<file path="config.mk">
export PLATFORM = sky130hd
export DESIGN_NAME = add_arbiter
export DESIGN_NICKNAME = d
export VERILOG_FILES = /design/src/rtl/add_arb_pkg.sv /design/src/rtl/add_arbiter_cla.sv /design/src/rtl/add_arbiter.sv
export SDC_FILE = /design/constraint.sdc
export NUM_CORES = 1
export LEC_CHECK = 0
export BUFFER_PORTS_ARGS = -buffer_cell sky130_fd_sc_hd__buf_2
export CORE_ASPECT_RATIO = 0.9
export CORE_MARGIN = 3
export CORE_UTILIZATION = 40
export DETAILED_ROUTE_END_ITERATION = 8
export HOLD_SLACK_MARGIN = 0.1
export MAX_ROUTING_LAYER = met4
export PLACE_DENSITY = 0.79
export SETUP_SLACK_MARGIN = 0.02
export SLEW_MARGIN = 20
export SYNTH_ARGS = -nofsm -noshare
export SYNTH_HDL_FRONTEND = slang
export SYNTH_SLANG_ARGS = --single-unit
export TNS_END_PERCENT = 20
</file>
<file path="constraint.sdc">
create_clock -name clk -period 6.75 [get_ports clk]
set_clock_uncertainty 0.2 [all_clocks]
set_input_delay 0.675 -clock clk [delete_from_list [all_inputs] [get_ports clk]]
set_output_delay 0.675 -clock clk [all_outputs]
set_load 0.02 [all_outputs]
</file>
<file path="src/rtl/add_arb_pkg.sv">
// ============================================================================
// Module  : add_arb_pkg
// Brief   : Shared types, widths and round-robin pick helper for add_arbiter.
// Revision: 1.0 - initial release
// ============================================================================
`default_nettype none

package add_arb_pkg;

    localparam int ADD_W     = 32;
    localparam int MAX_REQ   = 64;
    localparam int PICK_IDXW = 6;

    typedef enum logic [0:0] {
        ST_IDLE = 1'b0,
        ST_LOCK = 1'b1
    } arb_state_e;

    typedef struct packed {
        logic                 found;
        logic [PICK_IDXW-1:0] idx;
    } rr_pick_t;

    // Lowest index at or above ptr holding a valid request, wrapping mod nreq.
    function automatic rr_pick_t rr_pick(input logic [MAX_REQ-1:0] valid,
                                         input int                 nreq,
                                         input int                 ptr);
        rr_pick_t r;
        int       j;
        r = '0;
        for (int i = 0; i < MAX_REQ; i++) begin
            if (i < nreq && !r.found) begin
                j = ptr + i;
                if (j >= nreq) j = j - nreq;
                if (valid[j]) begin
                    r.found = 1'b1;
                    r.idx   = PICK_IDXW'(j);
                end
            end
        end
        return r;
    endfunction

endpackage

`default_nettype wire

</file>
<file path="src/rtl/add_arbiter_cla.sv">
// ============================================================================
// Module  : cla_add32
// Brief   : W-bit carry-look-ahead adder built from 4-bit lookahead groups.
// Revision: 1.0 - initial release
// ============================================================================
`default_nettype none

module cla_add32
    import add_arb_pkg::*;
#(
    parameter int W = ADD_W
) (
    input  logic [W-1:0] a_i,
    input  logic [W-1:0] b_i,
    input  logic         ci_i,
    output logic [W-1:0] sum_o,
    output logic         cout_o,
    output logic         cmsb_o
);

    // W is expected to be a multiple of 4.
    localparam int NGRP = W / 4;

    logic [W-1:0]    w_g;
    logic [W-1:0]    w_p;
    logic [NGRP-1:0] w_gg;
    logic [NGRP-1:0] w_gp;
    logic [W:0]      w_c;

    assign w_g = a_i & b_i;
    assign w_p = a_i ^ b_i;

    for (genvar k = 0; k < NGRP; k++) begin : g_grp
        assign w_gg[k] = w_g[4*k+3]
                       | (w_p[4*k+3] & w_g[4*k+2])
                       | (w_p[4*k+3] & w_p[4*k+2] & w_g[4*k+1])
                       | (w_p[4*k+3] & w_p[4*k+2] & w_p[4*k+1] & w_g[4*k]);
        assign w_gp[k] = &w_p[4*k +: 4];
    end

    // Group carries chain across groups; bit carries are flat lookahead within a group.
    always_comb begin
        w_c    = '0;
        w_c[0] = ci_i;
        for (int k = 0; k < NGRP; k++) begin
            w_c[4*k+1] = w_g[4*k] | (w_p[4*k] & w_c[4*k]);
            w_c[4*k+2] = w_g[4*k+1] | (w_p[4*k+1] & w_g[4*k])
                       | (w_p[4*k+1] & w_p[4*k] & w_c[4*k]);
            w_c[4*k+3] = w_g[4*k+2] | (w_p[4*k+2] & w_g[4*k+1])
                       | (w_p[4*k+2] & w_p[4*k+1] & w_g[4*k])
                       | (w_p[4*k+2] & w_p[4*k+1] & w_p[4*k] & w_c[4*k]);
            w_c[4*k+4] = w_gg[k] | (w_gp[k] & w_c[4*k]);
        end
    end

    assign sum_o  = a_i ^ b_i ^ w_c[W-1:0];
    assign cout_o = w_c[W];
    assign cmsb_o = w_c[W-1];

endmodule

`default_nettype wire

</file>
<file path="src/rtl/add_arbiter.sv">
// ============================================================================
// Module  : add_arbiter
// Brief   : Round-robin shared adder with multi-word carry chaining and a
//           registered response. Define ADD_ARB_OVF_EN to add rsp_ovf.
// Revision: 1.0 - initial release
// ============================================================================
`default_nettype none

module add_arbiter
    import add_arb_pkg::*;
#(
    parameter int NREQ = 4,
    parameter int W    = ADD_W,
    parameter int IDW  = (NREQ > 1) ? $clog2(NREQ) : 1
) (
    input  logic              clk,
    input  logic              rst,
    input  logic [NREQ-1:0]   req_valid,
    output logic [NREQ-1:0]   req_ready,
    input  logic [NREQ*W-1:0] req_a,
    input  logic [NREQ*W-1:0] req_b,
    input  logic [NREQ-1:0]   req_cin,
    input  logic [NREQ-1:0]   req_sub,
    input  logic [NREQ-1:0]   req_last,
    output logic              rsp_valid,
    input  logic              rsp_ready,
    output logic [IDW-1:0]    rsp_id,
    output logic [W-1:0]      rsp_sum,
    output logic              rsp_cout
`ifdef ADD_ARB_OVF_EN
    ,
    output logic              rsp_ovf
`endif
);

    arb_state_e     state_q, state_d;
    logic [IDW-1:0] ptr_q, ptr_d;
    logic [IDW-1:0] owner_q, owner_d;
    logic           chain_q, chain_d;
    logic           rsp_valid_q, rsp_valid_d;
    logic [IDW-1:0] rsp_id_q, rsp_id_d;
    logic [W-1:0]   rsp_sum_q, rsp_sum_d;
    logic           rsp_cout_q, rsp_cout_d;

    logic [MAX_REQ-1:0] w_valid_ext;
    rr_pick_t           w_pick;
    logic               w_gnt;
    logic [IDW-1:0]     w_gnt_idx;
    logic               w_fire;
    logic [W-1:0]       w_a, w_b, w_b_eff, w_sum;
    logic               w_cin, w_sub, w_last, w_ci, w_cout, w_cmsb;

    always_comb begin
        w_valid_ext            = '0;
        w_valid_ext[NREQ-1:0]  = req_valid;
    end

    assign w_pick = rr_pick(w_valid_ext, NREQ, int'(ptr_q));

    always_comb begin
        if (state_q == ST_LOCK) begin
            w_gnt     = req_valid[owner_q];
            w_gnt_idx = owner_q;
        end else begin
            w_gnt     = w_pick.found;
            w_gnt_idx = IDW'(w_pick.idx);
        end
    end

    assign w_fire = w_gnt & (~rsp_valid_q | rsp_ready);

    always_comb begin
        req_ready = '0;
        w_a       = '0;
        w_b       = '0;
        w_cin     = 1'b0;
        w_sub     = 1'b0;
        w_last    = 1'b0;
        for (int i = 0; i < NREQ; i++) begin
            if (w_gnt_idx == IDW'(i)) begin
                req_ready[i] = w_fire;
                w_a          = req_a[i*W +: W];
                w_b          = req_b[i*W +: W];
                w_cin        = req_cin[i];
                w_sub        = req_sub[i];
                w_last       = req_last[i];
            end
        end
    end

    // Subtraction is A + ~B + 1; the first-beat cin acts as a borrow.
    assign w_b_eff = w_sub ? ~w_b : w_b;
    assign w_ci    = (state_q == ST_LOCK) ? chain_q : (w_cin ^ w_sub);

    cla_add32 #(.W(W)) u_cla (
        .a_i    (w_a),
        .b_i    (w_b_eff),
        .ci_i   (w_ci),
        .sum_o  (w_sum),
        .cout_o (w_cout),
        .cmsb_o (w_cmsb)
    );

    always_comb begin
        state_d     = state_q;
        ptr_d       = ptr_q;
        owner_d     = owner_q;
        chain_d     = chain_q;
        rsp_valid_d = rsp_valid_q;
        rsp_id_d    = rsp_id_q;
        rsp_sum_d   = rsp_sum_q;
        rsp_cout_d  = rsp_cout_q;
        if (w_fire) begin
            rsp_valid_d = 1'b1;
            rsp_id_d    = w_gnt_idx;
            rsp_sum_d   = w_sum;
            rsp_cout_d  = w_cout;
            if (w_last) begin
                state_d = ST_IDLE;
                ptr_d   = (w_gnt_idx == IDW'(NREQ - 1)) ? '0 : w_gnt_idx + 1'b1;
            end else begin
                state_d = ST_LOCK;
                owner_d = w_gnt_idx;
                chain_d = w_cout;
            end
        end else if (rsp_ready) begin
            rsp_valid_d = 1'b0;
        end
    end

    always_ff @(posedge clk) begin
        if (rst) begin
            state_q     <= ST_IDLE;
            ptr_q       <= '0;
            owner_q     <= '0;
            chain_q     <= 1'b0;
            rsp_valid_q <= 1'b0;
            rsp_id_q    <= '0;
            rsp_sum_q   <= '0;
            rsp_cout_q  <= 1'b0;
        end else begin
            state_q     <= state_d;
            ptr_q       <= ptr_d;
            owner_q     <= owner_d;
            chain_q     <= chain_d;
            rsp_valid_q <= rsp_valid_d;
            rsp_id_q    <= rsp_id_d;
            rsp_sum_q   <= rsp_sum_d;
            rsp_cout_q  <= rsp_cout_d;
        end
    end

    assign rsp_valid = rsp_valid_q;
    assign rsp_id    = rsp_id_q;
    assign rsp_sum   = rsp_sum_q;
    assign rsp_cout  = rsp_cout_q;

`ifdef ADD_ARB_OVF_EN
    logic rsp_ovf_q;

    always_ff @(posedge clk) begin
        if (rst) begin
            rsp_ovf_q <= 1'b0;
        end else if (w_fire) begin
            rsp_ovf_q <= w_cmsb ^ w_cout;
        end
    end

    assign rsp_ovf = rsp_ovf_q;
`else
    logic w_unused_cmsb;
    assign w_unused_cmsb = w_cmsb;
`endif

endmodule

`default_nettype wire

</file>
# ---- After elaboration in Yosys (flattened, before gate mapping)
# Index checks and enable logic that the tools add are counted.
dict set report word_totals {
  reg_bits 42
  output_inout_bits 40
  input_bits 275
}
dict set report op_classes {
  n_eq_ne 3
  n_bitwise 209
  reduce_logical 12
  mux 60
  magnitude_cmp 9
  add_sub_neg 8
}
# operator n
set ops {}
lappend ops {{$mux W32} 16}
lappend ops {{$lt A32 B8 Y1 const B} 4}
lappend ops {{$and A1 B1 Y1} 121}
lappend ops {{$or A1 B1 Y1} 81}
lappend ops {{$xor A32 B32 Y32} 2}
lappend ops {{$mux W7} 7}
lappend ops {{$and A32 B32 Y32} 1}
lappend ops {{$not A32 Y32} 1}
lappend ops {{$reduce_and A4 Y1} 8}
lappend ops {{$mux W1} 30}
lappend ops {{$bmux W1 S6} 4}
lappend ops {{$sub A3 B3 Y4 const B} 3}
lappend ops {{$ge A3 B3 Y1 const B} 3}
lappend ops {{$add A2 B2 Y3 const B} 2}
lappend ops {{$eq A2 B2 Y1 const B} 2}
lappend ops {{$mux W2} 2}
lappend ops {{$reduce_and A2 Y1} 2}
lappend ops {{$sub A2 B3 Y4 const B} 1}
lappend ops {{$add A2 B1 Y3 const B} 1}
lappend ops {{$ge A2 B3 Y1 const B} 1}
lappend ops {{$lt A2 B3 Y1 const B} 1}
lappend ops {{$add A2 B1 Y2 const B} 1}
lappend ops {{$bmux W1 S2} 1}
lappend ops {{$eq A2 B1 Y1 const B} 1}
lappend ops {{other kinds (4)} 5}

# ---- Longest topological paths before layout
dict set report depth {
  word_depth 53
  mapped_depth 37
  depth_no_buf 33
}

# ---- Modules after synthesis
# From an unflattened synthesis, not the netlist that was laid out.
dict set report unflattened {
  cells_unflattened 891
  area_unflattened_um2 5755.5
}
# module instances cells_per_inst seq_area_each_um2 area_each_um2
set modules_own_cells {}
lappend modules_own_cells {add_arbiter 1 730 840.8 4381.7}
lappend modules_own_cells {cla_add32 1 161 0.0 1373.8}

# ---- Least setup slack after synthesis
# No wires, ideal clock.
dict set report synth_path {
  kind {reg-to-reg}
  start {register ptr_q[0]}
  end {register rsp_sum_q[29] (netlist: rsp_sum[29])}
  period_less_slack_ns 6.672
  setup_time_ns 0.071
  required_time_ns 6.479
  path_buffers 5
  setup_slack_ns 0.078
  arrival_ns 6.402
  stages_incl_launch_ff 33
  path_cell_list {dfxtp_1 > clkbuf_1 > inv_1 > ha_1 > mux4_2 > nand2_1 > inv_1 > nor2_1 > o22ai_1 > o21ai_0 > mux2_2 > ha_1 > clkbuf_1 > clkbuf_1 > clkbuf_1 > buf_1 > a21oi_1 > nor2_1 > a21oi_1 > o21ai_0 > ha_1 > nand4_1 > or3_1 > o211a_1 > o2111ai_1 > and3b_1 > a211oi_1 > o21bai_1 > a21oi_1 > fa_1 > xnor2_1 > nand2_1 > a21oi_1}
}
dict set report synth_via {
  elab_chain_len 42
  elab_cells_between_ends 146
  cone_classes {add/sub: 7; order compare: 4; eq/ne: 3; mux: 46; bitwise: 78; reduce/logical: 8}
}
# element line_no
set synth_rtl {}
lappend synth_rtl {{start, declared} add_arbiter.sv:37} ;# logic [IDW-1:0] ptr_q, ptr_d;
lappend synth_rtl {{start signal, assigned} add_arbiter.sv:143} ;# ptr_q <= ptr_d;
lappend synth_rtl {{$add A2 B1 Y3} add_arb_pkg.sv:33} ;# j = ptr + i;
lappend synth_rtl {{$sub A3 B3 Y4 / $ge A3 B3 Y1 (equally long branches)} add_arb_pkg.sv:34} ;# if (j >= nreq) j = j - nreq;
lappend synth_rtl {{$mux W32} add_arb_pkg.sv:34}
lappend synth_rtl {{$mux W32} add_arb_pkg.sv:32} ;# if (i < nreq && !r.found) begin
lappend synth_rtl {{$bmux W1 S6} add_arb_pkg.sv:35} ;# if (valid[j]) begin
lappend synth_rtl {{$mux W1 (implied by the code) (2 in a row)} add_arb_pkg.sv:35}
lappend synth_rtl {{$mux W7} add_arb_pkg.sv:35}
lappend synth_rtl {{$mux W7} add_arb_pkg.sv:32}
lappend synth_rtl {{[... 5 more ...]} -}
lappend synth_rtl {{via w_gnt_idx[0]} add_arbiter.sv:48} ;# logic [IDW-1:0] w_gnt_idx;
lappend synth_rtl {{[... 20 more ...]} -}
lappend synth_rtl {{$or A1 B1 Y1} add_arbiter_cla.sv:52} ;# w_c[4*k+4] = w_gg[k] | (w_gp[k] & w_c[4*k]);
lappend synth_rtl {{$and A1 B1 Y1} add_arbiter_cla.sv:52}
lappend synth_rtl {{$or A1 B1 Y1} add_arbiter_cla.sv:52}
lappend synth_rtl {{$and A1 B1 Y1} add_arbiter_cla.sv:52}
lappend synth_rtl {{$or A1 B1 Y1} add_arbiter_cla.sv:52}
lappend synth_rtl {{$and A1 B1 Y1} add_arbiter_cla.sv:46} ;# w_c[4*k+1] = w_g[4*k] | (w_p[4*k] & w_c[4*k]);
lappend synth_rtl {{$or A1 B1 Y1} add_arbiter_cla.sv:46}
lappend synth_rtl {{$xor A32 B32 Y32 (*)} add_arbiter_cla.sv:56} ;# assign sum_o = a_i ^ b_i ^ w_c[W-1:0];
lappend synth_rtl {{end signal, assigned} add_arbiter.sv:148} ;# rsp_sum_q <= rsp_sum_d;
lappend synth_rtl {{end, declared} add_arbiter.sv:42} ;# logic [W-1:0] rsp_sum_q, rsp_sum_d;
# Mark *: on every way through the listed nets, which the timed path passes. The rest lies on a longest branch. The select of a mux whose other input is x is not followed.
# A chain may end at the register's enable or synchronous reset.

# ---- Final worst setup path
dict set report layout_path {
  start {register ptr_q[1]}
  end {register rsp_sum_q[17] (netlist: rsp_sum[17])}
}
dict set report layout_via {
  elab_chain_len 36
  elab_cells_between_ends 113
  cone_classes {add/sub: 7; order compare: 4; eq/ne: 3; mux: 46; bitwise: 48; reduce/logical: 5}
}
# element line_no
set layout_rtl {}
lappend layout_rtl {{$add A2 B1 Y3} add_arb_pkg.sv:33}
lappend layout_rtl {{$sub A3 B3 Y4 / $ge A3 B3 Y1 (equally long branches)} add_arb_pkg.sv:34}
lappend layout_rtl {{$mux W32} add_arb_pkg.sv:34}
lappend layout_rtl {{$mux W32} add_arb_pkg.sv:32}
lappend layout_rtl {{$bmux W1 S6} add_arb_pkg.sv:35}
lappend layout_rtl {{$mux W1 (implied by the code) (2 in a row)} add_arb_pkg.sv:35}
lappend layout_rtl {{$mux W7} add_arb_pkg.sv:35}
lappend layout_rtl {{$mux W7} add_arb_pkg.sv:32}
lappend layout_rtl {{[... 5 more ...]} -}
lappend layout_rtl {{via w_gnt_idx[0]} add_arbiter.sv:48}
lappend layout_rtl {{[... 14 more ...]} -}
lappend layout_rtl {{$or A1 B1 Y1} add_arbiter_cla.sv:52}
lappend layout_rtl {{$and A1 B1 Y1} add_arbiter_cla.sv:52}
lappend layout_rtl {{$or A1 B1 Y1} add_arbiter_cla.sv:52}
lappend layout_rtl {{$and A1 B1 Y1} add_arbiter_cla.sv:52}
lappend layout_rtl {{$or A1 B1 Y1} add_arbiter_cla.sv:52}
lappend layout_rtl {{$and A1 B1 Y1} add_arbiter_cla.sv:46}
lappend layout_rtl {{$or A1 B1 Y1} add_arbiter_cla.sv:46}
lappend layout_rtl {{$xor A32 B32 Y32 (*)} add_arbiter_cla.sv:56}
# Marks and branches as above.

==> metrics <==
CP peak stage delay 460 ps; mean post-synth cell area 6.12 um2; initial antenna violation count 1; share of cells above drive strength 1 0.310; critical path class reg2reg; Seq/Total Area, Yosys 0.148; post-synthesis xor/xnor area fraction 0.0846; clock buffer depth 2; Synth async-reset ratio 0; DR pass1 iterations 4; Worst EP required 6750 ps; Hold-fix buffers, CTS 0; Core ar. 0.0136 mm2; largest fanout on the critical path 31; Net count, final 1540; Yosys cell types 48; most frequent cells in the layout buf_2 (314), a21oi_1 (180), nand2_1 (173), nor2_1 (167), o21ai_0 (53); Layout Utilization 0.578; commonest register cell after synthesis dfxtp_1; H-tree Lvls 2; YS warnings 0; Critical Path AT 6370 ps; CTS Sinks 42; GR Overflow Total 0; Filler cells 1381; Slew @ Worst Pin 826 ps; final setup vio count 0; Residual DRC 0; Fin. Hold Viols 0; die width 132 um; Max-slew headroom 0.450; Synth Area in Compound Gates 0.291; Max-Cap Viols 0; later-pin clock latency in the skew report 280 ps; vias in the first global route 6679; Post-Syn Instances 930; gr usage total 0.294; largest net degree at the start of global routing 103; PortBufs 314; CP startpoint kind flip-flop; Synth Area in Simple Gates 0.277; Via Count 7255; multiplexer share of the synthesized area 0.0226; Post-synth EDFFs 0; status finished, final reports clean; Max Fclk 0.157 GHz; row count 40; RSZ-0062 raised after global routing true; synthesized net count 1253; first-pass GRT wire length 35.8 mm; period utilization 0.943; synthesized area 0.00570 mm2; WHS 249 ps; final worst path period need 6370 ps; Clock Tree Root clkbuf_16; WL/cell 17.1 um; Post-DP HPWL 20.2 mm; FF+latch count, synth 42; drt initial violations 439; Clk pin slew, worst setup/hold paths 60 ps; die area 0.0157 mm2; Die H 119 um; Setup crit end kind flip-flop; fin. max-slew vios 0; P&R area growth vs syn 38.2%; CTS tree yes; DRT antenna net count 0; Design Area, Final 0.00787 mm2; Final GP Congestion 0.986; Initial Utilization 0.418; commonest non-fill, non-tap cell in the layout buf_2; Synth Area in Adders 0.116; main combinational cell family by area after synthesis compound AO/OA/AOI/OAI gates; Via density 5.15; dpl cell area 0.00762 mm2; Tightest Hold Check Type reg2reg; Ports 315; CP max stage cell fa_1; r2r setup slk 380 ps; CTS Buf Count 5; final WL 24.1 mm
layer usage:
| layer | up-vias | global-route usage | wire length [um] |
|---|---|---|---|
| met1 | 3245 | 0.364 | 10300 |
| met4 | 0 | 0.0801 | 647 |
| met2 | 245 | 0.504 | 11700 |
| met3 | 42 | 0.0431 | 1430 |
| li1 | 3723 | - | - |
| met5 | - | - | 0 |
timing repair:
action / in CTS / in global routing
buffers inserted: 0 / 2
gates resized for setup: 0 / 12
setup endpoints to repair: 0 / 6
flip-flops by register name, summed over array words and instances (netlist names):
name	cells
chain_q	1
owner_q	2
ptr_q	2
rsp_cout	1
rsp_id	2
rsp_sum	32
rsp_valid	1
state_q	1
critical path: cells and delay by family (launching register included):
family,cells,cell delay (ps)
buf+inv,6,890
xor+xnor,1,160
fa+ha+maj,4,1230
mux,2,650
flops,1,330
compound gates,14,2330
simple gates,5,450
path summary, 6_finish.rpt:
path | from | endpoint | cells past startpoint
max | ptr_q[1] | rsp_sum[17] | 32
min | rsp_sum[6] | rsp_sum[6] | 2
max reg2reg | ptr_q[1] | rsp_sum[17] | 32
min reg2reg | rsp_sum[6] | rsp_sum[6] | 2
cell type report:
cell class	instances	area [um2]	share of cell area
inverters	23	86.3	0.0110
diodes	1	2.50	0.000318
clock buffers	5	125	0.0159
clock inverters	3	68.8	0.00874
flip-flops and latches	42	841	0.107
well taps	189	236	0.0300
multi-input cells	795	4590	0.583
repair buffers	350	1920	0.244
cells by family (layout without fill, tap and decap cells):
family / count (synthesis) / count (layout)
other: 0 / 1
xor gates and xnor gates: 55 / 55
and+or+nand+nor: 386 / 386
muxes: 9 / 9
AOI/OAI and AO/OA: 297 / 297
DFF: 42 / 42
buffers and inverters: 93 / 381
adders and majority gates: 48 / 48
through the flow:
stage	std cells	setup slack, ps	setup TNS, ps
after floorplan	930	77.6	0
after global placement	1397	128	0
after detailed placement	1397	21.8	0
after CTS	1405	205	0
after global routing	1408	-2.85	-3.94
final	1408	383	0
synthesized netlist by cell type (2+ instances only):
library cell,number,area share
a211oi_1,16,0.021
a21boi_0,2,0.0026
a21o_1,12,0.016
a21oi_1,181,0.16
a22oi_1,5,0.0066
and2_1,6,0.0066
and4_1,2,0.0031
buf_1,26,0.017
clkbuf_1,44,0.029
dfxtp_1,42,0.15
fa_1,8,0.028
ha_1,40,0.088
inv_1,23,0.015
mux2i_1,5,0.0088
mux4_2,3,0.012
nand2_1,173,0.11
nand2b_1,5,0.0055
nand3_1,2,0.0018
nand3b_1,5,0.0066
nand4_1,4,0.0044
nor2_1,167,0.11
nor2b_1,8,0.0088
nor3_1,4,0.0035
nor3b_1,4,0.0053
o211ai_1,4,0.0053
o21a_1,4,0.0053
o21ai_0,57,0.050
o21bai_1,4,0.0053
o22ai_1,2,0.0022
xnor2_1,22,0.034
xor2_1,33,0.051
Power is not shown: default switching activity piles up to over one toggle a cycle in this logic, so the estimate is an artifact.
